===== config.mk =====
export PLATFORM = sky130hd
export DESIGN_NAME = clken_gen
export DESIGN_NICKNAME = d
export VERILOG_FILES = /design/src/rtl/clken_gen.sv
export SDC_FILE = /design/constraint.sdc
export NUM_CORES = 1
export LEC_CHECK = 0
export BUFFER_PORTS_ARGS = -buffer_cell sky130_fd_sc_hd__buf_2
export CAP_MARGIN = 40
export CORE_MARGIN = 4
export CORE_UTILIZATION = 40
export CTS_BUF_LIST = sky130_fd_sc_hd__clkbuf_8
export DETAILED_ROUTE_END_ITERATION = 10
export PLACE_DENSITY_LB_ADDON = 0.3
export SLEW_MARGIN = 20
export SYNTH_ARGS = -nofsm -noshare
export SYNTH_HDL_FRONTEND = slang
export SYNTH_SLANG_ARGS = --single-unit

===== constraint.sdc =====
create_clock -name clk -period 4.6 [get_ports clk]
set_clock_uncertainty 0.1 [all_clocks]
set_input_delay 0.23 -clock clk [delete_from_list [all_inputs] [get_ports clk]]
set_output_delay 0.23 -clock clk [all_outputs]
set_load 0.01 [all_outputs]

===== src/rtl/clken_gen.sv =====
`default_nettype none
// ============================================================================
//  Module   : clken_gen
//  Purpose  : Multi-channel programmable clock-enable generator with
//             glitch-free divisor updates and per-channel halt / single-step.
//  Revision : 1.0 - initial release
// ============================================================================
module clken_gen #(
    parameter int  CHANNELS    = 2,
    parameter int  CNT_W       = 16,
    parameter int  DEFAULT_DIV = 25,
    localparam int c_CHAN_W    = (CHANNELS > 1) ? $clog2(CHANNELS) : 1
) (
    input  logic                clk,
    input  logic                rst,
    input  logic                cfg_we,
    input  logic [c_CHAN_W-1:0] cfg_chan,
    input  logic [CNT_W-1:0]    cfg_div,
    input  logic [CHANNELS-1:0] ctl_halt,
    input  logic [CHANNELS-1:0] ctl_step,
    output logic [CHANNELS-1:0] clk_enable,
    output logic [CHANNELS-1:0] halted
);

    localparam logic [CNT_W-1:0] c_ONE     = CNT_W'(1);
    localparam logic [CNT_W-1:0] c_DEFAULT = CNT_W'(DEFAULT_DIV);

    typedef enum logic [0:0] {
        ST_RUN    = 1'b0,
        ST_HALTED = 1'b1
    } state_t;

    for (genvar gi = 0; gi < CHANNELS; gi++) begin : g_chan
        logic [CNT_W-1:0] r_cnt;
        logic [CNT_W-1:0] r_div_active;
        logic [CNT_W-1:0] r_div_pending;
        logic             r_pend_valid;
        logic             r_enable;
        state_t           r_state;

        logic [CNT_W-1:0] w_last;
        logic             w_terminal;
        logic             w_write;
        logic             w_apply;

        // A divisor of zero behaves like one: terminal on every count.
        assign w_last     = (r_div_active == '0) ? '0 : (r_div_active - c_ONE);
        assign w_terminal = (r_cnt == w_last);
        assign w_write    = cfg_we && (cfg_chan == c_CHAN_W'(gi));
        // New divisors only take effect on a period boundary or while stopped.
        assign w_apply    = r_pend_valid && ((r_state == ST_HALTED) || w_terminal);

        always_ff @(posedge clk) begin
            if (rst) begin
                r_cnt         <= '0;
                r_div_active  <= c_DEFAULT;
                r_div_pending <= c_DEFAULT;
                r_pend_valid  <= 1'b0;
                r_enable      <= 1'b0;
                r_state       <= ST_RUN;
            end else begin
                if (w_apply) begin
                    r_div_active <= r_div_pending;
                end
                if (w_write) begin
                    r_div_pending <= cfg_div;
                    r_pend_valid  <= 1'b1;
                end else if (w_apply) begin
                    r_pend_valid  <= 1'b0;
                end

                case (r_state)
                    ST_RUN: begin
                        if (w_terminal) begin
                            r_cnt <= '0;
                            if (ctl_halt[gi]) begin
                                r_enable <= 1'b0;
                                r_state  <= ST_HALTED;
                            end else begin
                                r_enable <= 1'b1;
                            end
                        end else begin
                            r_cnt    <= r_cnt + c_ONE;
                            r_enable <= 1'b0;
                        end
                    end
                    ST_HALTED: begin
                        r_cnt <= '0;
                        if (ctl_halt[gi]) begin
                            r_enable <= ctl_step[gi];
                        end else begin
                            r_enable <= 1'b0;
                            r_state  <= ST_RUN;
                        end
                    end
                endcase
            end
        end

        assign clk_enable[gi] = r_enable;
        assign halted[gi]     = (r_state == ST_HALTED);
    end

endmodule
`default_nettype wire


---- After elaboration in Yosys (flattened, before gate mapping) ----
Cells that the tools add are included.
word-level totals
  flip-flop bits (word level) ............. 102
  output and inout bits ................... 4
operators by class
  $add $sub $neg .......................... 4
  eq/ne operators ......................... 2
  mux-type cells .......................... 24
  bitwise logic cells ..................... 3
  reductions and logical operators ........ 10
operator list
  cell                                                 count
  2-to-1 mux 16 bit                                    4
  case mux 16 bit (2 select lines)                     2
  adder 16 x 1 -> 16 bit (second input constant)       2
  equality test 16 bit                                 2
  zero test 16 bit                                     2
  subtractor 16 x 1 -> 16 bit (second input constant)  2
  2-to-1 mux 1 bit                                     14
  case mux 1 bit (2 select lines)                      4
  logical AND 1 bit                                    4
  nonzero test 2 bit                                   2
  inverter 1 bit                                       3
  logical OR 1 bit                                     2

---- Depth between registers and ports, before layout ----
  word-level depth ........................ 7
  gate-level depth with buffers ........... 13

---- Worst setup path before layout ----
Ideal clock, no wire load.
  path type ............................... register -> register
  start point ............................. reg g_chan[0].r_div_active[6]
  end point ............................... reg g_chan[0].r_div_active[10]
  data arrival time ....................... 3,489 ps
  required time ........................... 4,428 ps
  setup slack ............................. 939 ps
  stages on the path, launching flop included .. 13
  period minus slack after synthesis ...... 3,661 ps
  path through ............................ dfxtp_1 buf_6 or4_1 clkbuf_2 or4_1 buf_2 o31a_1 or4b_1 a21oi_2 o2111ai_2 o21ai_4 buf_8 mux2i_1
on the way
  word-level cells in the longest chain between the ends .. 5
  elaborated cells on any way between the ends .. 6
RTL lines
  element                                                                 RTL line  source
  start: declaration                                                      35        logic [CNT_W-1:0] r_div_active;
  start signal: assignment                                                56        r_div_active <= c_DEFAULT;
  start signal: assignment                                                63        r_div_active <= r_div_pending;
  subtractor 16 x 1 -> 16 bit / zero test 16 bit (equally long branches)  47        assign w_last = (r_div_active == '0) ? '0 : (r_div_active - c_ONE);
  2-to-1 mux 16 bit (*)                                                   47
  equality test 16 bit (*)                                                48        assign w_terminal = (r_cnt == w_last);
  logical OR 1 bit (*)                                                    51        assign w_apply = r_pend_valid && ((r_state == ST_HALTED) || w_terminal);
  logical AND 1 bit (*)                                                   51
Every way passes the cells marked *; elsewhere a longest branch is shown, timed or not.
A chain may end at the register's enable or synchronous reset.

---- Worst setup path after layout ----
  start point ............................. reg g_chan[0].r_div_active[6]
  end point ............................... reg g_chan[0].r_state
on the way
  word-level cells in the longest chain between the ends .. 5
  elaborated cells on any way between the ends .. 6
RTL lines
  element                                                                 RTL line  source
  subtractor 16 x 1 -> 16 bit / zero test 16 bit (equally long branches)  47
  2-to-1 mux 16 bit (*)                                                   47
  equality test 16 bit (*)                                                48
  2-to-1 mux 1 bit (*)                                                    74        if (w_terminal) begin
  case mux 1 bit (2 select lines) (*)                                     72        case (r_state)
  end signal: assignment                                                  60        r_state <= ST_RUN;
  end signal: assignment                                                  78        r_state <= ST_HALTED;
  end signal: assignment                                                  93        r_state <= ST_RUN;
  end: declaration                                                        39        state_t r_state;
Marks and branches as above.

==> results.toml <==
[final_layout]
fin_nets = 747
final_util_pct = 45.2
synthToLayoutAreaGrowth_pct = 9.97
nFillCells = 1400
drive_gt1_share_pct = 8.84
num_antenna_cells = 0

[sta]
slew_violations = 0
hold_viol_final = 0
hold_ws_ns = 0.0318
timing.final.crit_share_pct = 87.4
layout_min_cycle_time_ns = 4.02
relSlewSlack_pct = 47.8
setup_violations = 0
finalWorstSetupSlack_ns = 0.582
fmax_ghz = 0.249
tightest_slew_ns = 0.783
rsz0062_at_grt = "false"
tns_ns = 0

[grt]
grt.overflow.total = 0
grt_max_degree = 67
grt_first_pass_wirelength_mm = 23.2
grt_use_total_pct = 17.4
antenna_found_initial = 0
grt_pass1_vias = 4624

[critical_path]
startpoint = "g_chan[0].r_div_active[6]"
cp_max_fo = 18
r2r_end = "g_chan[0].r_state"
crit_end = "g_chan[0].r_state"
cp.required_ns = 4.83
reg2regPathDepth = 8
path_class = "register to register"
cp.arrival_ns = 4.25
crit_path_end_kind = "register"
reg2reg_from = "g_chan[0].r_div_active[6]"
startpoint_type = "register"
regToRegSetupSlack_ns = 0.58

[clocking]
cts_tree = "built"
cts_root_buf = "clkbuf_8"
cts_sinks = 102
path_clk_slew_ns = 0.11
htreeDepth = 3
post_cts_resize_count = 0
cts_buffers = 9
clock_latency_ns = 0.39
clock_path_buffers = 2

[route]
wl_per_cell_um = 15.3
drc = 0
initialDrtViolationCount = 325
drt_first_pass_iters = 5
viasPerCell = 5.54
finalWirelength_mm = 13.9
via_count = 5007
postRouteAntennaNets = 0

[power]
leakagePower_uw = 0.00220
ir_drop_v = 0.000227
power_density_nw_per_um2 = 254

[placed_design]
gp_congestion = 0.963
dp_slack_ns = 0.603
post-dp-hpwl_mm = 10.2
port_buffers = 27

[logic_synthesis]
synth_most_common_cell = "dfxtp_1"
synth_area_um2 = 5750
netlist_top_cells_area = "dfxtp_1 36%, nand2b_1 6.4%, mux2i_1 6.3%, nand2_1 5.5%, xor2_1 4.4%"
syn_inst = 709
ys_warn_count = 0
ys_ff_latch = 102
synth_commonest_cells = "102 x dfxtp_1, 85 x nand2_1, 59 x nand2b_1"
yosysTopAreaCell = "dfxtp_1"
syn_nets = 737
synth_top_area_share_pct = 35.5
synth_edf_count = 0
ys_async_sr_fraction_pct = 0
ys_seq_area_share_pct = 35.5
synth_area_per_cell_um2 = 8.11
ys_types = 72
ys.flop_type = "dfxtp_1"

[floorplanning]
die-area_um2 = 16400
core_area_um2 = 14000
start_util_pct = 41.1
dieWidth_um = 128
die_y_um = 128
rows = 43
ios = 28

[status]
status = "finished, final reports clean"

[job]
cap_violations = 0

[min_path]
min_path_type = "primary input to register"
cells by family (layout without fill, tap and decap cells):
family / Yosys count / count (layout) / synth area share [%]
compound gates: 108 / 108 / 12.8
xor+xnor: 56 / 56 / 8.77
fa+ha+maj: 4 / 4 / 0.870
buf+inv: 60 / 75 / 4.63
flops: 102 / 102 / 35.5
mux: 36 / 36 / 6.27
simple gates: 343 / 343 / 31.2
cell type report:
type / instances / area (um2) / area share [%]
inverters: 9 / 33.8 / 0.534
clock inverters: 7 / 86.3 / 1.37
clock buffers: 9 / 124 / 1.96
multi-input cells: 547 / 3450 / 54.5
repair buffers: 50 / 367 / 5.80
well taps: 180 / 225 / 3.56
flip-flops and latches: 102 / 2040 / 32.3
per-stage QoR:
| stage | power, uW | cells | cell area [um2] |
|---|---|---|---|
| 2_1_floorplan | 1000 | 709 | 5750 |
| 3_3_place_gp | 1030 | 869 | 5910 |
| 3_5_place_dp | 1030 | 870 | 5920 |
| 4_1_cts | 1630 | 903 | 6300 |
| 5_1_grt | 1680 | 904 | 6320 |
| 6_report | 1610 | 904 | 6320 |
registers in the layout, summed over array words and instances (netlist names):
name	cells
g_chan.r_div_pending	32
g_chan.r_cnt	32
g_chan.r_enable	2
g_chan.r_div_active	32
g_chan.r_pend_valid	2
g_chan.r_state	2
cell usage in the layout, fill, tap and decap left out, types with 5 or more instances in the layout:
cell,n
or3_1,8
inv_1,9
nor3_1,31
or4_1,10
buf_2,27
nor2_1,55
nor2b_1,5
a21oi_1,43
o211ai_1,7
clkbuf_8,9
nand2_1,85
mux2i_1,36
dfxtp_1,102
a211oi_1,5
nand3b_1,7
and3_1,9
dlygate4sd3_1,17
xnor2_1,26
nand2b_1,59
xor2_1,29
o21ai_0,7
nand3_1,27
nand4_1,9
nor4_1,13
report_power, final:
group,internal [uW],total [uW],switching (uW)
registers,903,919,16.4
logic,49.5,105,55.1
clock network,219,582,363
total,1170,1610,435
metal layers:
layer | vias to the layer above | share of wire [%] | global-route usage, %
li1 | 2512 | - | -
met1 | 2343 | 46 | 22.6
met2 | 131 | 47 | 28.6
met3 | 21 | 5.3 | 4.83
met4 | 0 | 1.6 | 4.49
met5 | - | 0 | 0
worst min path at each step:
| stage | start | endpoint | slack [ns] | depth (start not counted) |
|---|---|---|---|---|
| global route | cfg_div[4] | g_chan[1].r_div_pending[4] | 0.01 | 3 |
| finish | ctl_halt[0] | g_chan[0].r_state | 0.03 | 2 |
| CTS | ctl_halt[0] | g_chan[0].r_state | 0.01 | 2 |
| detailed placement | g_chan[1].r_div_pending[11] | g_chan[1].r_div_pending[11] | 0.35 | 2 |
| floorplan | cfg_div[3] | g_chan[0].r_div_pending[3] | 0.25 | 2 |
| global placement | g_chan[1].r_div_pending[7] | g_chan[1].r_div_pending[7] | 0.34 | 2 |
critical path, stage by stage, from the launching register on:
cell,delay [ns]
dfxtp_1,0.40
or4_1,0.67
or4_1,0.66
o31a_1,0.30
or4b_1,0.55
a21oi_2,0.18
o2111ai_2,0.19
o21bai_2,0.64
and3b_1,0.26
what timing repair did:
| item | in CTS | in global routing |
|---|---|---|
| buffers inserted | 0 | 0 |
| hold buffers | 17 | 0 |
| hold endpoints to repair | 31 | 0 |
No activity file was read; power rests on OpenSTA's default activity.
